File: src/rtl/sha2_padder_if.sv
// Stream-in / schedule-load / block-handshake signals shared by sha2_padder and its environment.
// WIDTH must match the padder instance it is connected to.
interface sha2_padder_if #(
    parameter int WIDTH = 32
) ();
    localparam int BW = $clog2(WIDTH / 8) + 1;

    logic             in_valid;
    logic             in_ready;
    logic [WIDTH-1:0] in_data;
    logic             in_last;
    logic [BW-1:0]    in_bytes;
    logic             ms_load;
    logic [WIDTH-1:0] ms_data;
    logic             blk_valid;
    logic             blk_last;
    logic             blk_ready;

    // Environment side: message source plus compression controller.
    modport master (
        output in_valid, in_data, in_last, in_bytes, blk_ready,
        input  in_ready, ms_load, ms_data, blk_valid, blk_last
    );

    // Padder side.
    modport slave (
        input  in_valid, in_data, in_last, in_bytes, blk_ready,
        output in_ready, ms_load, ms_data, blk_valid, blk_last
    );
endinterface

File: src/rtl/sha2_padder.sv
// SHA-2 message padder: streams message words into the message schedule, appends
// 0x80 marker, zero fill and bit length, and hands each 16-word block to the controller.
//
// state  | meaning
// S_LOAD | accepting message words, one emitted per accept
// S_PAD  | generating marker / zero / length words, one per cycle
// S_HOLD | block complete, waiting for blk_ready transfer
module sha2_padder #(
    parameter int WIDTH = 32,
    parameter int MODE  = 256
) (
    input  logic         clk,
    input  logic         rst,
    sha2_padder_if.slave bus
);
    localparam int BPW = WIDTH / 8;
    localparam logic [WIDTH-1:0] MARKER = {8'h80, {(WIDTH-8){1'b0}}};

    typedef enum logic [1:0] {S_LOAD, S_PAD, S_HOLD} state_e;

    state_e           state_q, state_d;
    logic [3:0]       widx_q, widx_d;
    logic [63:0]      nbytes_q, nbytes_d;
    logic             mark_done_q, mark_done_d;
    logic             final_q, final_d;
    logic             pend_q, pend_d;
    logic             ms_load_q, ms_load_d;
    logic [WIDTH-1:0] ms_data_q, ms_data_d;
    logic             blk_valid_q, blk_valid_d;
    logic             blk_last_q, blk_last_d;

    logic             in_ready;
    logic             accept;
    logic             xfer;
    logic [63:0]      len_bits;
    logic [WIDTH-1:0] len_hi;
    logic [WIDTH-1:0] len_lo;
    logic [WIDTH-1:0] last_word;
    logic             partial;

    assign len_bits = nbytes_q << 3;

    // 384/512 carry a 128-bit length field whose upper 64 bits are always zero here.
    if (MODE == 384 || MODE == 512) begin : g_len128
        assign len_hi = '0;
        assign len_lo = len_bits[WIDTH-1:0];
    end else begin : g_len64
        assign len_hi = len_bits[63:64-WIDTH];
        assign len_lo = len_bits[WIDTH-1:0];
    end

    assign in_ready = (state_q == S_LOAD) && !rst;
    assign accept   = bus.in_valid && in_ready;
    assign xfer     = blk_valid_q && bus.blk_ready;
    assign partial  = int'(bus.in_bytes) < BPW;

    always_comb begin
        last_word = '0;
        for (int k = 0; k < BPW; k++) begin
            if (k < int'(bus.in_bytes)) begin
                last_word[WIDTH-1-8*k -: 8] = bus.in_data[WIDTH-1-8*k -: 8];
            end else if (k == int'(bus.in_bytes)) begin
                last_word[WIDTH-1-8*k -: 8] = 8'h80;
            end
        end
    end

    always_comb begin
        state_d     = state_q;
        widx_d      = widx_q;
        nbytes_d    = nbytes_q;
        mark_done_d = mark_done_q;
        final_d     = final_q;
        pend_d      = pend_q;
        ms_load_d   = 1'b0;
        ms_data_d   = ms_data_q;
        blk_valid_d = 1'b0;
        blk_last_d  = 1'b0;

        unique case (state_q)
            S_LOAD: begin
                if (accept) begin
                    ms_load_d = 1'b1;
                    widx_d    = widx_q + 4'd1;
                    if (bus.in_last) begin
                        nbytes_d  = nbytes_q + 64'(bus.in_bytes);
                        ms_data_d = last_word;
                        pend_d    = 1'b1;
                        if (partial) begin
                            mark_done_d = 1'b1;
                        end
                        state_d = (widx_q == 4'd15) ? S_HOLD : S_PAD;
                    end else begin
                        nbytes_d  = nbytes_q + 64'(BPW);
                        ms_data_d = bus.in_data;
                        state_d   = (widx_q == 4'd15) ? S_HOLD : S_LOAD;
                    end
                end
            end

            S_PAD: begin
                ms_load_d = 1'b1;
                widx_d    = widx_q + 4'd1;
                if (!mark_done_q) begin
                    ms_data_d   = MARKER;
                    mark_done_d = 1'b1;
                end else if (widx_q == 4'd14) begin
                    // Marker already placed before index 14: this block carries the length.
                    ms_data_d = len_hi;
                    final_d   = 1'b1;
                end else if (widx_q == 4'd15 && final_q) begin
                    ms_data_d = len_lo;
                end else begin
                    ms_data_d = '0;
                end
                if (widx_q == 4'd15) begin
                    state_d = S_HOLD;
                end
            end

            S_HOLD: begin
                blk_valid_d = !xfer;
                blk_last_d  = !xfer && final_q;
                if (xfer) begin
                    if (final_q) begin
                        nbytes_d    = '0;
                        mark_done_d = 1'b0;
                        final_d     = 1'b0;
                        pend_d      = 1'b0;
                        state_d     = S_LOAD;
                    end else if (pend_q) begin
                        state_d = S_PAD;
                    end else begin
                        state_d = S_LOAD;
                    end
                end
            end

            default: begin
                state_d = S_LOAD;
            end
        endcase
    end

    always_ff @(posedge clk) begin
        if (rst) begin
            state_q     <= S_LOAD;
            widx_q      <= '0;
            nbytes_q    <= '0;
            mark_done_q <= 1'b0;
            final_q     <= 1'b0;
            pend_q      <= 1'b0;
            ms_load_q   <= 1'b0;
            ms_data_q   <= '0;
            blk_valid_q <= 1'b0;
            blk_last_q  <= 1'b0;
        end else begin
            state_q     <= state_d;
            widx_q      <= widx_d;
            nbytes_q    <= nbytes_d;
            mark_done_q <= mark_done_d;
            final_q     <= final_d;
            pend_q      <= pend_d;
            ms_load_q   <= ms_load_d;
            ms_data_q   <= ms_data_d;
            blk_valid_q <= blk_valid_d;
            blk_last_q  <= blk_last_d;
        end
    end

    assign bus.in_ready  = in_ready;
    assign bus.ms_load   = ms_load_q;
    assign bus.ms_data   = ms_data_q;
    assign bus.blk_valid = blk_valid_q;
    assign bus.blk_last  = blk_last_q;
endmodule

File: src/flat_wrapper.sv
// flat-port wrapper written by rule: the top's interface ports become plain ports
module sha2_padder_flat 
#(
    parameter int WIDTH = 32,
    parameter int MODE  = 256
)
  (clk, rst, bus_in_valid, bus_in_data, bus_in_last, bus_in_bytes, bus_blk_ready, bus_in_ready, bus_ms_load, bus_ms_data, bus_blk_valid, bus_blk_last);
  sha2_padder_if #(.WIDTH(WIDTH)) bus_i ();
  input  logic clk;
  input  logic rst;
  input wire logic [$bits(bus_i.in_valid)-1:0] bus_in_valid;
  input wire logic [$bits(bus_i.in_data)-1:0] bus_in_data;
  input wire logic [$bits(bus_i.in_last)-1:0] bus_in_last;
  input wire logic [$bits(bus_i.in_bytes)-1:0] bus_in_bytes;
  input wire logic [$bits(bus_i.blk_ready)-1:0] bus_blk_ready;
  output wire logic [$bits(bus_i.in_ready)-1:0] bus_in_ready;
  output wire logic [$bits(bus_i.ms_load)-1:0] bus_ms_load;
  output wire logic [$bits(bus_i.ms_data)-1:0] bus_ms_data;
  output wire logic [$bits(bus_i.blk_valid)-1:0] bus_blk_valid;
  output wire logic [$bits(bus_i.blk_last)-1:0] bus_blk_last;
  assign bus_i.in_valid = bus_in_valid;
  assign bus_i.in_data = bus_in_data;
  assign bus_i.in_last = bus_in_last;
  assign bus_i.in_bytes = bus_in_bytes;
  assign bus_i.blk_ready = bus_blk_ready;
  assign bus_in_ready = bus_i.in_ready;
  assign bus_ms_load = bus_i.ms_load;
  assign bus_ms_data = bus_i.ms_data;
  assign bus_blk_valid = bus_i.blk_valid;
  assign bus_blk_last = bus_i.blk_last;
  sha2_padder #(.WIDTH(WIDTH), .MODE(MODE)) u_core (.clk(clk), .rst(rst), .bus(bus_i));
endmodule
File: config.mk
export PLATFORM = sky130hd
export DESIGN_NAME = sha2_padder_flat
export DESIGN_NICKNAME = d
export VERILOG_FILES = /design/src/rtl/sha2_padder_if.sv /design/src/rtl/sha2_padder.sv /design/src/flat_wrapper.sv
export SDC_FILE = /design/constraint.sdc
export NUM_CORES = 1
export LEC_CHECK = 0
export BUFFER_PORTS_ARGS = -buffer_cell sky130_fd_sc_hd__buf_2
export CAP_MARGIN = 20
export CELL_PAD_IN_SITES_DETAIL_PLACEMENT = 0
export CELL_PAD_IN_SITES_GLOBAL_PLACEMENT = 2
export CORE_MARGIN = 2
export CORE_UTILIZATION = 34
export DETAILED_ROUTE_END_ITERATION = 8
export PLACE_DENSITY = 0.89
export SETUP_SLACK_MARGIN = 0.1
export SLEW_MARGIN = 10
export SYNTH_ARGS = -nofsm -noshare
export SYNTH_HDL_FRONTEND = slang
export SYNTH_SLANG_ARGS = --single-unit
File: constraint.sdc
create_clock -name clk -period 3.9 [get_ports clk]
set_input_delay 0.975 -clock clk [delete_from_list [all_inputs] [get_ports clk]]
set_output_delay 0.975 -clock clk [all_outputs]
set_load 0.01 [all_outputs]
== After elaboration in Yosys (flattened, before gate mapping) ==
Cells that the tools add are included.
Word-level totals
  output and inout bits: 36
  logic and storage cells: 99
  register bits: 108
Operators by class
  bitwise logic cells: 1
  equal/unequal tests: 15
  reduce and logical (&&, ||, !) cells: 20
  $add $sub $neg: 3
  muxes and demuxes: 45
  magnitude comparators: 5
Operator list (count)
  $mux 64: 4
  $mux 32: 5
  $pmux 64 s2: 1
  $add 64x3->64: 1
  $add 64x3->64 const B: 1
  $mux 8: 8
  $pmux 32 s2: 1
  $mux 2: 7
  $ne 2x1->1 const B: 7
  $mux 1: 12
  $eq 4x4->1 const B: 2
  $pmux 4 s2: 1
  $reduce_and 4->1: 2
  $eq 3x3->1 const A: 2
  $lt 1x3->1 const A: 2
  $lt 2x3->1 const A: 2
  $pmux 1 s2: 3
  $pmux 2 s3: 1
  $reduce_and 6->1: 1
  $reduce_bool 2->1: 3
  $logic_and 1x1->1: 5
  $reduce_and 5->1: 1
  $add 4x1->4 const B: 1
  $mux 4: 1
  14 further kinds: 15

== Depth between registers and ports, before layout ==
Gate-level depths: netlist of run 1.
  depth in word-level cells: 6
  gate-level depth with buffers: 10

== Least setup slack after synthesis of run 1 ==
Ideal clock, no wire load.
  kind: input to register
  start: in bus_in_bytes[0]
  end: reg u_core.nbytes_q[46]
  arrival: 2956 ps
  path slack: 874 ps
  cell stages on the path: 9
  path through: ha_1 inv_1 fa_1 nor2b_1 o2111a_1 o2111ai_4 buf_6 or4_1 a21oi_1
On the way
  longest elaborated chain between the ends: 4
RTL lines
  start, declared: line flat_wrapper.sv:14  | input wire logic [$bits(bus_i.in_bytes)-1:0] bus_in_bytes;
  $add 64x3->64: line sha2_padder.sv:86  | nbytes_d = nbytes_q + 64'(bus.in_bytes);
  $mux 64: line sha2_padder.sv:85  | if (bus.in_last) begin
  $mux 64: line sha2_padder.sv:82  | if (accept) begin
  $pmux 64 s2: line sha2_padder.sv:80  | unique case (state_q)
  end signal, assigned: line sha2_padder.sv:160  | nbytes_q <= nbytes_d;
  end, declared: line sha2_padder.sv:23  | logic [63:0] nbytes_q, nbytes_d;
Every way passes these cells. The select of a mux whose other input is x is not followed.
A chain may end at the register's enable or synchronous reset.

== Final worst setup path of run 1 ==
  start: in bus_in_bytes[0]
  end: reg u_core.nbytes_q[48]
Same word-level chain as after synthesis.

==> key figures, run 1 <==
Power
  • Maximum vdd drop: 0.215 mV
  • P_leak: 2.20 nW
  • PwrDens: 367 mW/mm^2

Routing
  • Routed WL: 17.7 mm
  • Residual DRC: 0
  • Vias after detailed routing: 5312
  • DRT iter0 DRCs: 531
  • Routed Antenna Nets: 0
  • Drt pass-1 iters: 6
  • WL/cell: 19.0 um
  • Vias/cell: 5.72

Min path
  • Hold Crit Class: flip-flop to flip-flop

Yosys
  • Distinct cell type count after synthesis: 60
  • Cells after Synth: 656
  • Top post-synthesis cells by area: dfxtp_1, nor2_1, a21oi_1
  • Biggest area consumer among synthesized cells: dfxtp_1
  • EDFF count, synth: 0
  • Mapped Nets: 703
  • Yosys reg bits: 105
  • Ys flop type: dfxtp_1
  • Average size of a mapped cell: 8.33 um^2
  • Register area share after synthesis: 38.5%
  • Mapped cell area: 0.00547 mm^2
  • Async SR Flop Fraction: 0%
  • Yosys warns: 0
  • Share of the synthesized area in the top cell type: 38.5%

Final layout
  • Syn-to-layout area delta: 14.5%
  • Layout cell share with drive strength beyond 1: 17.3%
  • ANT cells: 0
  • Post-route cell area: 0.00626 mm^2
  • Fin cells: 929
  • NumNets Final: 755

STA
  • Hold slack: 0.464 ns
  • Fin crit share: 77.2%
  • Period minus WS final: 3.01 ns
  • Worst slew pin tran: 0.978 ns
  • Final Max Tran Viols: 0
  • Max-slew headroom: 34.2%
  • TNS Setup: 0 ns
  • Highest clock rate: 332 MHz
  • Hold Violations, Final: 0
  • RSZ-0062 raised after global routing: false
  • Worst clock skew: 0.0143 ns
  • Final setup vio count: 0

Clock network
  • Inserted Clock Buffers: 9
  • CTS root buf: clkbuf_16
  • H-Tree Depth: 3
  • Clk pin slew, worst setup/hold paths: 0.07 ns
  • Cts repair resizes: 0
  • Clk buf depth: 2
  • Cts hold-fix bufs: 0
  • Skew-Pair Late Insertion Delay: 0.36 ns
  • Clock Sinks: 105
  • CTS tree: done
  • Setup bufs post-CTS: 0

Worst setup path
  • Req. time, crit path: 4.18 ns
  • Setup crit end kind: flip-flop
  • Crit-path max cell delay: 0.57 ns
  • Worst R2R Setup Slack: 1.14 ns
  • Crit path cell chain: buf_2, ha_1, inv_1, fa_1, nor2b_1, o2111a_1, o2111ai_2, or4_1, a21oi_1
  • Setup CP Type: primary input to flip-flop
  • Worst r2r src: u_core.nbytes_q[0]
  • Reg-to-reg endpoint: u_core.nbytes_q[48]
  • Delay-heaviest family, CP: simple AND/OR/NAND/NOR gates
  • Crit path buffers/inverters: 2
  • CP startpoint: bus_in_bytes[0]
  • Critical Path Stages: 9
  • Slowest stage cell on the critical path: or4_1
  • Crit path DAT: 3.29 ns
  • R2R depth: 8
  • Setup crit start kind: primary input
  • Worst Setup EP: u_core.nbytes_q[48]
  • Worst Path Max Fanout: 8

Global route
  • First-pass GRT wire length: 27.6 mm
  • Gr usage total: 21.2%
  • Largest net degree at the start of global routing: 48
  • Vias in the first global route: 4806
  • GR Overflow Total: 0
  • Initial antenna violation count: 0

Flow run
  • Max-cap violations: 0

Floorplanning
  • Area of the die: 0.0171 mm^2
  • Die H: 131 um
  • Core area: 0.0158 mm^2
  • IO Pins: 76
  • Initial Utilization: 34.7%
  • Die span in x: 131 um
  • Number of core rows: 46

Place
  • Routability cong.: 0.843
  • DP HPWL: 12.9 mm
  • Area post-placement: 0.00596 mm^2
  • Number of port buffers: 75
  • Cells after DPL: 913

Run status
  • Status: finished, final reports clean
[cells by family after synthesis]
kind of cell / count (synthesis) / share of synthesized area [%]
AOI/OAI and AO/OA: 192 / 25.2
DFF: 105 / 38.5
adders and majority gates: 7 / 1.74
muxes: 2 / 0.366
and+or+nand+nor: 274 / 26.4
buffers and inverters: 61 / 5.45
xor gates and xnor gates: 15 / 2.40
[registers in the layout, indices dropped and copies added, names as in the netlist]
signal,flops
u_core.bus.ms_load,1
u_core.final_q,1
u_core.bus.ms_data,32
u_core.nbytes_q,61
u_core.mark_done_q,1
u_core.pend_q,1
u_core.bus.blk_valid,1
u_core.bus.blk_last,1
u_core.widx_q,4
u_core.state_q,2
[worst reg2reg max path, stage by stage (launching register included)]
cell       delay (ns)
dfxtp_1          0.42
ha_1             0.21
inv_1            0.06
fa_1             0.42
nor2b_1          0.23
o2111a_1         0.38
o2111ai_2        0.24
or4_1            0.57
a21oi_1          0.17
[worst min path at each step]
stage                                 from                     end  slack (ns)  cells past startpoint
floorplan                    u_core.pend_q           u_core.pend_q        0.44                      2
global placement    u_core.bus.ms_data[31]  u_core.bus.ms_data[31]        0.44                      2
detailed placement  u_core.bus.ms_data[31]  u_core.bus.ms_data[31]        0.46                      2
CTS                 u_core.bus.ms_data[31]  u_core.bus.ms_data[31]        0.47                      2
global route        u_core.bus.ms_data[31]  u_core.bus.ms_data[31]        0.48                      2
finish              u_core.bus.ms_data[31]  u_core.bus.ms_data[31]        0.46                      2
[layout make-up]
type,instances,area (um^2)
inverter,16,60.1
clock buffer,13,270
sequential,105,2100
fill,1669,9510
clock inverter,3,22.5
tap,216,270
timing repair buffer,86,458
multi-input combinational,490,3070
[power by group]
group	total, W	switching, W	internal [W]
Sequential	0.00113	0.0000251	0.00111
Combinational	0.000257	0.000159	0.0000987
Clock	0.000906	0.000417	0.000489
[cells in the final DEF (no fill, tap or decap), types with 22 or more instances in the layout]
master    instances
dfxtp_1         105
buf_2            75
nor2_1           71
nand2_1          61
a21oi_1          52
nand3_1          30
a211oi_1         29
a221oi_1         25
or4_1            23
o21ai_0          22
[synth_stat cells (2+ instances only)]
cell / number
nor4_1: 4
nor4_4: 2
nor2_1: 73
clkbuf_1: 26
nand2_1: 61
or2_2: 4
a211oi_1: 29
mux2i_1: 2
o2111ai_4: 2
o21a_1: 4
o2111ai_2: 2
xnor2_1: 5
dfxtp_1: 105
a221oi_1: 25
or4_1: 23
a41o_1: 2
nor3_1: 12
o22ai_1: 2
inv_1: 16
nand4_2: 2
buf_1: 3
o21ai_0: 22
nor2b_1: 5
buf_2: 9
a222oi_1: 5
and4_1: 4
buf_6: 5
xor2_1: 10
a21oi_1: 52
nand2b_1: 3
and3_1: 7
nand3_1: 30
nand4_1: 18
or3_1: 21
a31oi_1: 6
o31ai_1: 21
ha_1: 6
a311oi_1: 4
o211ai_1: 2
a21boi_0: 2
[metal layers]
| layer | track usage (%) | routed length [um] | vias up |
|---|---|---|---|
| met5 | 0 | 0 | - |
| met4 | 7.07 | 282 | 0 |
| met3 | 3.22 | 1110 | 19 |
| met2 | 33.0 | 7790 | 183 |
| met1 | 30.0 | 8510 | 2511 |
| li1 | - | - | 2599 |
[stage by stage]
stage / total power, W / worst slack, ns / util [%]
6_report: 0.00230 / 0.888 / 39.7
2_1_floorplan: 0.00131 / 0.874 / -
3_5_place_dp: 0.00142 / 0.557 / 37.8
4_1_cts: 0.00232 / 0.923 / 39.7
3_3_place_gp: 0.00141 / 0.589 / 37.8
5_1_grt: 0.00238 / 0.736 / 39.7
(Power assumes the default switching activity.)
==> run 2: changes to the inputs <==
ABC_AREA = 1   (was unset)
CORE_UTILIZATION = 28   (was 34)
PLACE_DENSITY = 0.86   (was 0.89)
clock period = 2.5 ns   (was 3.9 ns; I/O delays follow)
==> key figures, run 2 <==
Run status
  • Status: finished, final reports clean

Clock network
  • Skew-Pair Late Insertion Delay: 0.37 ns
  • Inserted Clock Buffers: 9
  • Clk pin slew, worst setup/hold paths: 0.08 ns
  • Clock Sinks: 105
  • CTS tree: done
  • Setup bufs post-CTS: 0
  • Clk buf depth: 2
  • Cts repair resizes: 0
  • Cts hold-fix bufs: 0
  • CTS root buf: clkbuf_16
  • H-Tree Depth: 3

Final layout
  • Layout Utilization: 34.3%
  • ANT cells: 0
  • Most flop-heavy register: u_core.nbytes_q
  • Max FFs per register: 61
  • NumNets Final: 1207
  • Fin cells: 1478
  • Fill cells: 2530
  • Most frequent cells in the layout: nand2_1, nor2_1, inv_1
  • Commonest non-fill, non-tap cell in the layout: nand2_1
  • Layout cell share with drive strength beyond 1: 14.5%
  • Post-route cell area: 0.00780 mm^2
  • Syn-to-layout area delta: 19.7%

Floorplanning
  • Initial Utilization: 28.6%
  • Number of core rows: 55
  • Area of the die: 0.0245 mm^2
  • Die H: 157 um
  • IO Pins: 76
  • Core area: 0.0228 mm^2
  • Die span in x: 157 um

Worst setup path
  • Setup crit end kind: flip-flop
  • Worst Path Max Fanout: 5
  • Setup crit start kind: flip-flop
  • Delay-heaviest family, CP: simple AND/OR/NAND/NOR gates
  • Setup CP Type: flip-flop to flip-flop
  • Crit path buffers/inverters: 1
  • Crit path cell chain: ha_1, inv_1, fa_1, o21ai_1, nand2_2, nand2_1, nand2_1, nor2_4, nand2_1, o21ai_1, a21oi_1
  • Most frequent CP cell: nand2_1
  • Crit-path max cell delay: 0.45 ns
  • Crit path DAT: 2.56 ns
  • Slowest stage cell on the critical path: fa_1
  • Req. time, crit path: 2.77 ns

STA
  • Hold Violations, Final: 0
  • Worst slew pin tran: 0.648 ns
  • Max-slew headroom: 56.5%
  • Worst clock skew: 0.0143 ns
  • Period minus WS final: 2.29 ns
  • Fin crit share: 91.7%
  • Final Max Tran Viols: 0
  • Final setup vio count: 0
  • RSZ-0062 raised after global routing: true
  • Highest clock rate: 436 MHz

Yosys
  • Mapped cell area: 0.00652 mm^2
  • Biggest area consumer among synthesized cells: dfxtp_1
  • Ys flop type: dfxtp_1
  • Synth cell count leaders: nand2_1, nor2_1, inv_1
  • Register area share after synthesis: 32.2%
  • Cells after Synth: 1065
  • Yosys warns: 0
  • EDFF count, synth: 0
  • Share of the synthesized area in the top cell type: 32.2%
  • Count leader, synth: nand2_1
  • Distinct cell type count after synthesis: 43
  • Async SR Flop Fraction: 0%
  • Average size of a mapped cell: 6.12 um^2
  • Top post-synthesis cells by area: dfxtp_1, nand2_1, nor2_1
  • Yosys reg bits: 105
  • Mapped Nets: 1112

Global route
  • Vias in the first global route: 6824
  • Gr usage total: 21.0%
  • GR Overflow Total: 0
  • Largest net degree at the start of global routing: 57
  • Initial antenna violation count: 0
  • First-pass GRT wire length: 39.0 mm

Routing
  • Drt pass-1 iters: 5
  • Routed Antenna Nets: 0
  • Vias after detailed routing: 7350
  • Routed WL: 25.3 mm
  • WL/cell: 17.1 um
  • DRT iter0 DRCs: 642
  • Vias/cell: 4.97
  • Residual DRC: 0

Power
  • PwrDens: 487 mW/mm^2
  • P_leak: 3.21 nW
  • Clock share of power: 40.6%
  • Flop pwr share: 46.9%
  • P_sw: 0.00108 W
  • Int Power: 0.00272 W
  • Combinational power share: 12.6%
  • Sw Ratio: 28.3%
  • Maximum vdd drop: 0.337 mV

Min path
  • Hold Crit Class: flip-flop to flip-flop

Place
  • Area post-placement: 0.00749 mm^2
  • Cells after DPL: 1462
  • DP HPWL: 20.1 mm
  • Routability cong.: 0.945
  • Number of port buffers: 75

Flow run
  • Max-cap violations: 0
[run 2: cell count changes in the layout (fill, tap and decap cells not counted), moves of 26 or more]
cell,before,now
nand3_1,30,61
nand2_1,61,311
o21ai_0,22,65
inv_1,16,116
buf_4,11,38
nor2_1,71,179
a211oi_1,29,3
[run 2: stage by stage]
step	hold WS, ns	TNS (ns)	power (W)	setup WS [ns]
final	0.480	0	0.00380	0.206
after floorplan	0.437	0	0.00209	0.262
after detailed placement	0.461	-0.935	0.00230	-0.164
after global placement	0.456	-0.683	0.00229	-0.134
after global routing	0.493	0	0.00396	0.0435
after CTS	0.474	0	0.00384	0.177
[run 2: worst min-delay path: stages, from the launching register on]
cell	delay, ns
dfxtp_1	0.30
inv_1	0.07
a21oi_1	0.06
[run 2: layer usage]
metal	vias to the layer above	GRT usage, %	part of all wire, %
met2	243	32.1	43
met3	41	3.05	5.7
met1	3405	29.9	48
li1	3661	-	-
met4	0	7.73	2.7
met5	-	0	0
[run 2: cell type report]
type	count	area [um^2]	share of cell area, %
clock buffer	9	225	2.89
clock inverter	7	87.6	1.12
inverter	123	464	5.95
multi-input combinational	804	3790	48.6
sequential	105	2100	26.9
tap	313	392	5.02
timing repair buffer	117	741	9.49
[run 2: path summary, 6_finish.rpt]
path | startpoint | end | slack [ns] | cells after the start
min | u_core.pend_q | u_core.pend_q | 0.48 | 2
max reg2reg | u_core.nbytes_q[0] | u_core.nbytes_q[16] | 0.21 | 11
max | u_core.nbytes_q[0] | u_core.nbytes_q[16] | 0.21 | 11
min reg2reg | u_core.pend_q | u_core.pend_q | 0.48 | 2
[run 2: power by group through the flow]
stage | clock, W | sequential (W) | combinational, W
after floorplan | 0 | 0.00183 | 0.000259
final | 0.00154 | 0.00178 | 0.000478
after global routing | 0.00164 | 0.00179 | 0.000537
after global placement | 0 | 0.00182 | 0.000477
after detailed placement | 0 | 0.00182 | 0.000478
after CTS | 0.00158 | 0.00178 | 0.000480
[run 2: cells by family (layout without fill, tap and decap cells)]
group	after synthesis	after routing	share of synthesized area, %
and+or+nand+nor	628	628	41.4
AOI/OAI and AO/OA	169	169	15.3
buffers and inverters	156	256	9.69
DFF	105	105	32.2
adders and majority gates	7	7	1.46
